--- src/rtl/simmem_bank_delay_calc.sv ---
// -----------------------------------------------------------------------------
// simmem_bank_delay_calc
//
// Computes the service delay of DRAM requests in a multi-bank memory model.
// Each bank tracks its open row and one outstanding request. An accepted
// request is charged a row-hit, cold-activation or precharge+activation cost.
// It is answered once that many cycles have elapsed. Responses from banks
// that finish together are arbitrated round-robin.
//
// Ports:
//   clk_i          - clock
//   rst_i          - synchronous active-high reset
//   req_valid_i    - request valid
//   req_ready_o    - addressed bank can take a request
//   req_addr_i     - request address (bank and row are decoded from it)
//   req_id_i       - request identifier, returned with the response
//   resp_valid_o   - a bank has finished and its response is presented
//   resp_ready_i   - response consumer ready
//   resp_id_o      - identifier of the presented response (zero when idle)
//   resp_delay_o   - cost charged to the presented response (zero when idle)
// -----------------------------------------------------------------------------
module simmem_bank_delay_calc #(
    parameter int NumBanks          = 4,
    parameter int AddrWidth         = 16,
    parameter int RowBufferLenWidth = 8,
    parameter int IdWidth           = 4,
    parameter int RowHitCost        = 10,
    parameter int PrechargeCost     = 50,
    parameter int ActivationCost    = 45,
    parameter int CostWidth         = 8
) (
    input  logic                 clk_i,
    input  logic                 rst_i,
    input  logic                 req_valid_i,
    output logic                 req_ready_o,
    input  logic [AddrWidth-1:0] req_addr_i,
    input  logic [IdWidth-1:0]   req_id_i,
    output logic                 resp_valid_o,
    input  logic                 resp_ready_i,
    output logic [IdWidth-1:0]   resp_id_o,
    output logic [CostWidth-1:0] resp_delay_o
);

    localparam int BankW  = $clog2(NumBanks);
    localparam int RowLsb = RowBufferLenWidth + BankW;
    localparam int RowW   = AddrWidth - RowLsb;

    localparam logic [CostWidth-1:0] CostHit  = CostWidth'(RowHitCost);
    localparam logic [CostWidth-1:0] CostCold = CostWidth'(ActivationCost + RowHitCost);
    localparam logic [CostWidth-1:0] CostMiss = CostWidth'(PrechargeCost + ActivationCost + RowHitCost);

    // Per-bank state
    logic [NumBanks-1:0]  occupied_reg;
    logic [NumBanks-1:0]  row_valid_reg;
    logic [IdWidth-1:0]   id_reg    [NumBanks];
    logic [CostWidth-1:0] cost_reg  [NumBanks];
    logic [CostWidth-1:0] count_reg [NumBanks];
    logic [RowW-1:0]      row_reg   [NumBanks];

    // Arbitration state
    logic [BankW-1:0]     last_grant_reg;
    logic                 hold_reg;       // a stalled response is being held
    logic [BankW-1:0]     hold_bank_reg;

    // Request decode
    logic [BankW-1:0]     req_bank;
    logic [RowW-1:0]      req_row;
    logic [CostWidth-1:0] req_cost;
    logic                 req_fire;

    assign req_bank = req_addr_i[RowBufferLenWidth +: BankW];
    assign req_row  = req_addr_i[AddrWidth-1:RowLsb];

    // Ready looks only at registered bank state and the address, so it never
    // forms a combinational path from the response side.
    assign req_ready_o = ~occupied_reg[req_bank];
    assign req_fire    = req_valid_i & req_ready_o;

    always_comb begin
        req_cost = CostMiss;
        if (!row_valid_reg[req_bank]) begin
            req_cost = CostCold;
        end else if (row_reg[req_bank] == req_row) begin
            req_cost = CostHit;
        end
    end

    // Response selection
    logic [NumBanks-1:0] done;
    logic [NumBanks-1:0] accept_vec;
    logic [NumBanks-1:0] grant_vec;
    logic [BankW-1:0]    rr_bank;
    logic                rr_found;
    logic [BankW-1:0]    sel_bank;
    logic                resp_fire;

    genvar gi;
    generate
        for (gi = 0; gi < NumBanks; gi++) begin : g_bank
            assign done[gi]       = occupied_reg[gi] && (count_reg[gi] == '0);
            assign accept_vec[gi] = req_fire && (req_bank == BankW'(gi));
            assign grant_vec[gi]  = resp_fire && (sel_bank == BankW'(gi));
        end
    endgenerate

    // Lowest done bank strictly after the last grant, wrapping; the last
    // granted bank itself is examined last (offset NumBanks wraps to 0).
    always_comb begin
        rr_bank  = '0;
        rr_found = 1'b0;
        for (int i = 1; i <= NumBanks; i++) begin
            if (!rr_found && done[BankW'(last_grant_reg + BankW'(i))]) begin
                rr_bank  = BankW'(last_grant_reg + BankW'(i));
                rr_found = 1'b1;
            end
        end
    end

    // Once a response has been presented and stalled, keep presenting that
    // bank even if a higher-priority bank finishes in the meantime. A held
    // bank stays done because only its own grant or reset can clear it.
    assign sel_bank     = hold_reg ? hold_bank_reg : rr_bank;
    assign resp_valid_o = hold_reg | rr_found;
    assign resp_fire    = resp_valid_o & resp_ready_i;
    assign resp_id_o    = resp_valid_o ? id_reg[sel_bank]   : '0;
    assign resp_delay_o = resp_valid_o ? cost_reg[sel_bank] : '0;

    always_ff @(posedge clk_i) begin
        if (rst_i) begin
            for (int b = 0; b < NumBanks; b++) begin
                occupied_reg[b]  <= 1'b0;
                row_valid_reg[b] <= 1'b0;
                id_reg[b]        <= '0;
                cost_reg[b]      <= '0;
                count_reg[b]     <= '0;
                row_reg[b]       <= '0;
            end
            last_grant_reg <= BankW'(NumBanks - 1);
            hold_reg       <= 1'b0;
            hold_bank_reg  <= '0;
        end else begin
            for (int b = 0; b < NumBanks; b++) begin
                if (accept_vec[b]) begin
                    // Counter reaches zero cost-1 cycles later, so the
                    // response appears cost cycles after the accept cycle.
                    occupied_reg[b]  <= 1'b1;
                    id_reg[b]        <= req_id_i;
                    cost_reg[b]      <= req_cost;
                    count_reg[b]     <= req_cost - CostWidth'(1);
                    row_reg[b]       <= req_row;
                    row_valid_reg[b] <= 1'b1;
                end else begin
                    if (grant_vec[b]) begin
                        occupied_reg[b] <= 1'b0;
                    end
                    if (occupied_reg[b] && (count_reg[b] != '0)) begin
                        count_reg[b] <= count_reg[b] - CostWidth'(1);
                    end
                end
            end

            if (resp_fire) begin
                last_grant_reg <= sel_bank;
            end

            if (resp_valid_o && !resp_ready_i) begin
                hold_reg      <= 1'b1;
                hold_bank_reg <= sel_bank;
            end else begin
                hold_reg      <= 1'b0;
            end
        end
    end

endmodule

--- config.mk ---
export PLATFORM = sky130hd
export DESIGN_NAME = simmem_bank_delay_calc
export DESIGN_NICKNAME = d
export VERILOG_FILES = /design/src/rtl/simmem_bank_delay_calc.sv
export SDC_FILE = /design/constraint.sdc
export NUM_CORES = 1
export LEC_CHECK = 0
export CORE_UTILIZATION = 40
export DETAILED_ROUTE_END_ITERATION = 8
export PLACE_DENSITY_LB_ADDON = 0.12
export SLEW_MARGIN = 40
export SYNTH_ARGS = -nofsm -noshare
export SYNTH_HDL_FRONTEND = slang
export SYNTH_SLANG_ARGS = --single-unit
--- constraint.sdc ---
create_clock -name clk_i -period 2.8 [get_ports clk_i]
set_input_delay 0.42 -clock clk_i [delete_from_list [all_inputs] [get_ports clk_i]]
set_output_delay 0.42 -clock clk_i [all_outputs]
set_load 0.02 [all_outputs]
==> impl_metrics.csv, run 1 <==
group,metric,value,unit
sta,finalMaxSlewViolations,0,
setup_path,crit_required,2.38,ns
clock_network,cts_root_buf,"clkbuf_16",
yosys,avgSynthCellArea,11.79,sq um
global_routing,gr-total-overflow,0,
setup_path,startpoint,"count_reg[0][0]",
floorplanning,die_y,120.2,um
global_routing,antenna_found_initial,0,
floorplanning,die_x,120.2,um
sta,hold_viol_final,0,
placement,dp.cells,750,
yosys,ys.flop_type,"edfxtp_1",
flow_run,drv_cap,0,
clock_network,cts_buffer_depth,2,
placement,dpl.hpwl,9740,um
final_layout,finalInstanceArea,0.007438,sq mm
sta,rsz0062_at_grt,"yes",
floorplanning,num_rows,42,
setup_path,crit_path_max_fanout,5,
detailed_routing,viasPerCell,5.234,
yosys,yosysWarningCount,0,
yosys,syn_nets,506,
final_layout,drive_gt1_share,35.58,%
outcome,violations,"negative setup slack",
detailed_routing,wirelength,14190,um
final_layout,largest_reg_flops,32,
sta,finalCritPeriodShare,118.7,%
pwr,p_leak,2.997,nW
floorplanning,ios,38,
final_layout,diodes,0,
detailed_routing,wire_per_inst,18.12,um
clock_network,numCtsBuffers,9,
sta,setup_viol,13,
setup_path,worstSetupPathType,"reg2out",
detailed_routing,firstDrtPassIters,4,
pwr,finalPower,3.777,mW
pwr,power_density,507.8,mW/mm^2
final_layout,fin_cells,783,
placement,gp_congestion,0.9308,
clock_network,cts_sinks,105,
yosys,synth-edff-count,92,
yosys,ys_ff_latch,105,
floorplanning,die-area,0.01445,sq mm
placement,dpl_worst_slack,-0.6816,ns
setup_path,r2r.worst_path.cells,15,
global_routing,grt_pass1_vias,4080,
detailed_routing,drt-initial-drc-count,202,
pwr,vdd_ir_drop_max,310.8,uV
yosys,synthArstFlopShare,0,%
clock_network,worstSkewPairLatency,0.36,ns
sta,timing.final.ws_setup,-0.5240,ns
global_routing,grt_max_degree,22,
detailed_routing,remaining_drc_errors,0,
clock_network,h-tree-depth,3,
detailed_routing,num_vias,4098,
clock_network,path_clk_slew,0.07,ns
yosys,synth_area,0.005590,sq mm
setup_path,crit_path_end_kind,"primary output",
setup_path,cp-endpoint,"resp_delay_o[4]",
yosys,netlist_instances,474,
floorplanning,core_area,0.01345,sq mm
sta,skew,0.008377,ns
placement,numPortBuffers,28,
hold_path,min_path_type,"reg2reg",
sta,min_period,3.324,ns
yosys,ys_types,60,
setup_path,critPathArrivalTime,2.90,ns
setup_path,reg2reg_from,"count_reg[0][0]",
final_layout,syn2layout_area_growth,33.06,%
global_routing,grt_usage,20.49,%
clock_network,tritoncts,"yes",
setup_path,r2r_setup_slack,0,ns
final_layout,nets,634,
setup_path,start_kind,"register",
outcome,status,"complete, but fails checks",
yosys,synth-seq-area-share,54.07,%
setup_path,worstReg2RegEnd,"occupied_reg[3]",
global_routing,grt_first_pass_wirelength,22110,um
sta,max_clock_freq,300.8,MHz
detailed_routing,drtAntennaViolNets,0,
clock_network,hold_buffers,0,
placement,postPlaceCellArea,0.006818,sq mm
floorplanning,start_util,41.56,%
## critical path: stages (launching register included)
cell	delay (ns)
edfxtp_1	0.40
inv_2	0.10
ha_4	0.14
nor4bb_4	0.31
nand2_2	0.15
buf_6	0.15
buf_4	0.12
nor3_2	0.13
a21oi_1	0.07
o21ai_2	0.22
nand3_4	0.15
clkbuf_16	0.20
a211oi_4	0.18
a211oi_2	0.07
buf_4	0.16
## how the worst min path moves through the flow
stage | to | startpoint | slack, ns | depth (start not counted)
after floorplan | row_valid_reg[2] | row_valid_reg[2] | 0.44 | 2
after CTS | row_valid_reg[2] | row_valid_reg[2] | 0.47 | 2
final | row_valid_reg[2] | row_valid_reg[2] | 0.47 | 2
after global placement | row_valid_reg[1] | row_valid_reg[1] | 0.45 | 2
after detailed placement | row_valid_reg[2] | row_valid_reg[2] | 0.46 | 2
after global routing | row_valid_reg[1] | row_valid_reg[1] | 0.53 | 2
## through the flow
step	util, %	setup TNS [ns]	hold WS [ns]
finish	55.29	-5.637	0.4703
global route	55.29	-7.670	0.5270
CTS	53.65	-6.759	0.4740
detailed placement	50.68	-8.662	0.4595
global placement	50.68	-7.521	0.4544
floorplan	-	-0.2825	0.4419
## report_power, final
part	switching (mW)	total, mW	internal [mW]
Sequential	0.0576	1.86	1.81
Clock	0.592	1.21	0.614
Combinational	0.348	0.707	0.358
Total	0.998	3.78	2.78
## synth_stat cells (all sizes together), types with 9 or more instances
| library cell | instances | area, sq um |
|---|---|---|
| inv | 25 | 93.84 |
| and2 | 51 | 335.3 |
| o22ai | 14 | 87.58 |
| mux2i | 10 | 100.1 |
| nand2b | 10 | 62.56 |
| edfxtp | 92 | 2763 |
| o21ai | 19 | 95.09 |
| nor2 | 43 | 161.4 |
| xnor2 | 20 | 175.2 |
| a211oi | 22 | 210.2 |
| nor3 | 9 | 45.04 |
| mux4 | 9 | 202.7 |
| xor2 | 10 | 87.58 |
| buf | 10 | 87.58 |
| nor4 | 9 | 113.9 |
| nand2 | 19 | 71.32 |
| clkbuf | 16 | 60.06 |
| a21oi | 9 | 45.04 |
| dfxtp | 13 | 260.3 |
## layout make-up
class                           count  area, sq um
Inverter                           25        96.34
Timing Repair Buffer              144         1291
Clock inverter                      6        47.55
Fill cell                        1167         6015
Multi-Input combinational cell    317         2531
Sequential cell                   105         3023
Tap cell                          176        220.2
Clock buffer                       10        229.0
## routing by layer
metal / global-route usage (%) / wire length, um / vias up
li1: - / - / 1984
met1: 28.10 / 6711 / 2014
met2: 32.40 / 6731 / 78
met3: 2.689 / 439 / 22
met4: 9.336 / 304 / 0
met5: 0 / 0 / -
## cell families after synthesis
logic type / synth area share (%)
and+or+nand+nor: 19.02
DFF: 54.07
xor gates and xnor gates: 4.700
muxes: 5.416
AOI/OAI and AO/OA: 10.45
adders and majority gates: 1.791
buffers and inverters: 4.476
other: 0.06708
## layout by cell type (no fill, tap or decap), drive strengths merged, types with 14 or more instances in the layout
cell type / instances
nor2: 43
o21ai: 19
and2: 51
clkdlybuf4s50: 15
xnor2: 20
nand2: 19
buf: 126
inv: 28
edfxtp: 92
a211oi: 22
o22ai: 14
## repair_timing
| item | 4_1_cts | 5_1_grt |
|---|---|---|
| pin swaps | 9 | 12 |
| endpoints found under the setup margin | 17 | 17 |
| gates resized for setup | 79 | 30 |
| cloned | 1 | 2 |
| setup buffers | 7 | 7 |
No activity file was read; power rests on OpenSTA's default activity.
==> run 2: changes to the inputs <==
GPL_TIMING_DRIVEN = 1   (was not set)
==> results of run 2 <==
The final DEF is identical to that of run 1; final timing and power are the same.
==> run 3: changes to the inputs <==
ABC_AREA = 1   (was not set)
==> impl_metrics.csv, run 3 <==
group,metric,value,unit
outcome,status,"complete, but fails checks",
outcome,violations,"negative setup slack",
final_layout,drive_gt1_share,31.31,%
detailed_routing,num_vias,4653,
global_routing,grt_usage,20.80,%
setup_path,crit_path_max_fanout,7,
floorplanning,core_area,0.01383,sq mm
yosys,synth-seq-area-share,53.62,%
sta,hold_viol_final,0,
final_layout,syn2layout_area_growth,35.20,%
setup_path,critical-path-slowest-cell,"edfxtp_1",
global_routing,grt_pass1_vias,4621,
flow_run,drv_cap,0,
placement,dpl.hpwl,9972,um
yosys,ys_ff_latch,105,
setup_path,crit_family,"simple AND/OR/NAND/NOR gates",
final_layout,largest_reg_flops,32,
setup_path,crit_buf_inv,4,
yosys,yosysTopAreaCell,"edfxtp_1",
placement,numPortBuffers,28,
sta,setup_viol,11,
setup_path,worstReg2RegEnd,"occupied_reg[2]",
yosys,syn_nets,665,
final_layout,fin_cells,953,
sta,rsz0062_at_grt,"yes",
clock_network,cts_buffer_depth,2,
floorplanning,die-area,0.01457,sq mm
yosys,synthArstFlopShare,0,%
sta,max_clock_freq,320.5,MHz
floorplanning,die_y,120.7,um
detailed_routing,remaining_drc_errors,0,
sta,timing.final.ws_setup,-0.3203,ns
final_layout,finalInstanceArea,0.007622,sq mm
floorplanning,die_x,120.7,um
final_layout,fillCellCount,1251,
detailed_routing,wirelength,14290,um
setup_path,r2r.worst_path.cells,18,
placement,gp_congestion,0.8409,
yosys,synth-edff-count,92,
setup_path,slowest_delay,0.42,ns
hold_path,whs_endpoint,"row_valid_reg[3]",
clock_network,numCtsBuffers,9,
floorplanning,ios,38,
global_routing,grt_max_degree,19,
clock_network,path_clk_slew,0.07,ns
hold_path,hold_path.startpoint,"row_valid_reg[3]",
setup_path,crit_path_end_kind,"primary output",
yosys,netlist_instances,633,
pwr,power_density,811.0,mW/mm^2
pwr,vdd_ir_drop_max,392.2,uV
global_routing,antenna_found_initial,0,
detailed_routing,firstDrtPassIters,4,
final_layout,layout_common_cells,"nand2_1, buf_4, edfxtp_1, nor2_1, inv_1",
clock_network,cts_root_buf,"clkbuf_16",
detailed_routing,drtAntennaViolNets,0,
clock_network,hold_buffers,0,
setup_path,start_kind,"register",
hold_path,hold_depth,2,
yosys,synth_most_common_cell,"nand2_1",
global_routing,gr-total-overflow,0,
setup_path,critPathArrivalTime,2.70,ns
final_layout,diodes,0,
setup_path,r2r_setup_slack,0.39,ns
yosys,synth_area_leaders,"edfxtp_1, nand2_1, nor2_1",
yosys,synthTopCellsByCount,"nand2_1, edfxtp_1, nor2_1",
clock_network,tritoncts,"yes",
setup_path,cpMostUsedCell,"nand2_1",
sta,finalMaxSlewViolations,0,
setup_path,reg2reg_from,"count_reg[1][0]",
setup_path,path_cells,"inv_2, ha_4, nand3_4, nor2_4, nand3_2, nand2_1, inv_1, o21ai_0, nand4_1, nand2_1, nand2_1, nand2_4, buf_4, nand2_1, a21oi_2, buf_6",
sta,min_period,3.120,ns
yosys,avgSynthCellArea,8.907,sq um
hold_path,min_path_type,"reg2reg",
yosys,ys_types,37,
floorplanning,num_rows,43,
detailed_routing,wire_per_inst,14.99,um
final_layout,final_common_cell,"nand2_1",
clock_network,worstSkewPairLatency,0.36,ns
global_routing,grt_first_pass_wirelength,22980,um
setup_path,worstSetupPathType,"reg2out",
yosys,synth_top_area_share,49.00,%
placement,postPlaceCellArea,0.006855,sq mm
floorplanning,start_util,40.77,%
setup_path,crit_required,2.38,ns
pwr,p_leak,3.373,nW
yosys,yosysWarningCount,0,
sta,skew,0.006806,ns
yosys,synth_area,0.005638,sq mm
sta,finalCritPeriodShare,111.4,%
final_layout,nets,800,
placement,dp.cells,916,
detailed_routing,viasPerCell,4.882,
clock_network,cts_sinks,105,
clock_network,h-tree-depth,3,
yosys,ys.flop_type,"edfxtp_1",
detailed_routing,drt-initial-drc-count,290,
-- run 3: cell types whose count changed after synthesis, moves of 38 or more --
cell,change
nor2_1,+47
nand3_1,+39
inv_1,+38
nand2_1,+139
and2_1,-42
-- run 3: area by class of cell --
cell class / instances / area (sq um) / share of cell area [%]
clock inverters: 6 / 95.09 / 1.248
flip-flops and latches: 105 / 3023 / 39.66
repair buffers: 143 / 1315 / 17.25
multi-input cells: 433 / 2450 / 32.14
well taps: 180 / 225.2 / 2.955
inverters: 76 / 285.3 / 3.743
clock buffers: 10 / 229.0 / 3.004
-- run 3: worst max-delay path by stage --
stage,from,endpoint,slack (ns),cells after the start
3_5_place_dp,count_reg[1][1],resp_delay_o[0],-0.55,16
4_1_cts,count_reg[2][0],resp_delay_o[0],-0.26,19
3_3_place_gp,count_reg[1][0],resp_delay_o[0],-0.51,16
2_1_floorplan,count_reg[2][0],resp_delay_o[5],0.08,16
6_report,count_reg[1][0],resp_delay_o[1],-0.32,16
5_1_grt,count_reg[1][0],resp_delay_o[1],-0.51,19
-- run 3: where the power goes --
group	internal (mW)	switching, mW	leakage [nW]
logic	1.32	1.56	2.15
registers	1.83	0.0690	1.07
clock network	0.796	0.604	0.158
total	3.95	2.24	3.37
-- run 3: through the flow --
stage                     utilization [%]  setup TNS, ns  hold WS [ns]  power [mW]  worst slack (ns)
after global placement              49.53         -5.366        0.4451       4.298           -0.5083
after detailed placement            49.58         -5.249        0.4456       4.330           -0.5501
final                               55.13         -3.200        0.4581       6.182           -0.3203
after global routing                55.13         -5.390        0.4724       6.522           -0.5137
after CTS                           53.76         -2.587        0.4586       6.006           -0.2632
after floorplan                         -              0        0.4271       3.378           0.08175
-- run 3: cell families after synthesis --
group,count (synthesis),synth area share [%]
other,1,0.06651
adders and majority gates,8,1.775
xor gates and xnor gates,30,4.993
and+or+nand+nor,328,25.03
AOI/OAI and AO/OA,66,7.235
DFF,105,53.62
buffers and inverters,95,7.279
-- run 3: metal layers --
layer  vias to the layer above  global-route usage [%]  share of wire, %
met2                        75                   34.99                49
met3                        18                   4.292               3.7
met1                      2211                   26.75                45
met5                         -                       0                 0
met4                         0                   6.636               1.6
li1                       2349                       -                 -
-- run 3: repair_timing --
item | CTS | global route
cloned | 0 | 0
pin swaps | 38 | 30
endpoints found under the setup margin | 12 | 12
hold endpoints to repair | 0 | 0
buffers inserted | 13 | 8
resized for setup | 104 | 34
-- run 3: worst register-to-register path: stages, from the launching register on --
cell and delay (ns):
edfxtp_1 0.42, inv_2 0.11, ha_4 0.14, nand3_4 0.06, nor2_4 0.18, nand3_2 0.12, nand2_1 0.08, nand2_1 0.06
nand2_2 0.06, buf_4 0.10, buf_4 0.10, buf_4 0.10, buf_4 0.10, nor3_4 0.03, buf_4 0.21, nor2_4 0.20
nand3_1 0.14, nand2_1 0.09, nand2_1 0.04
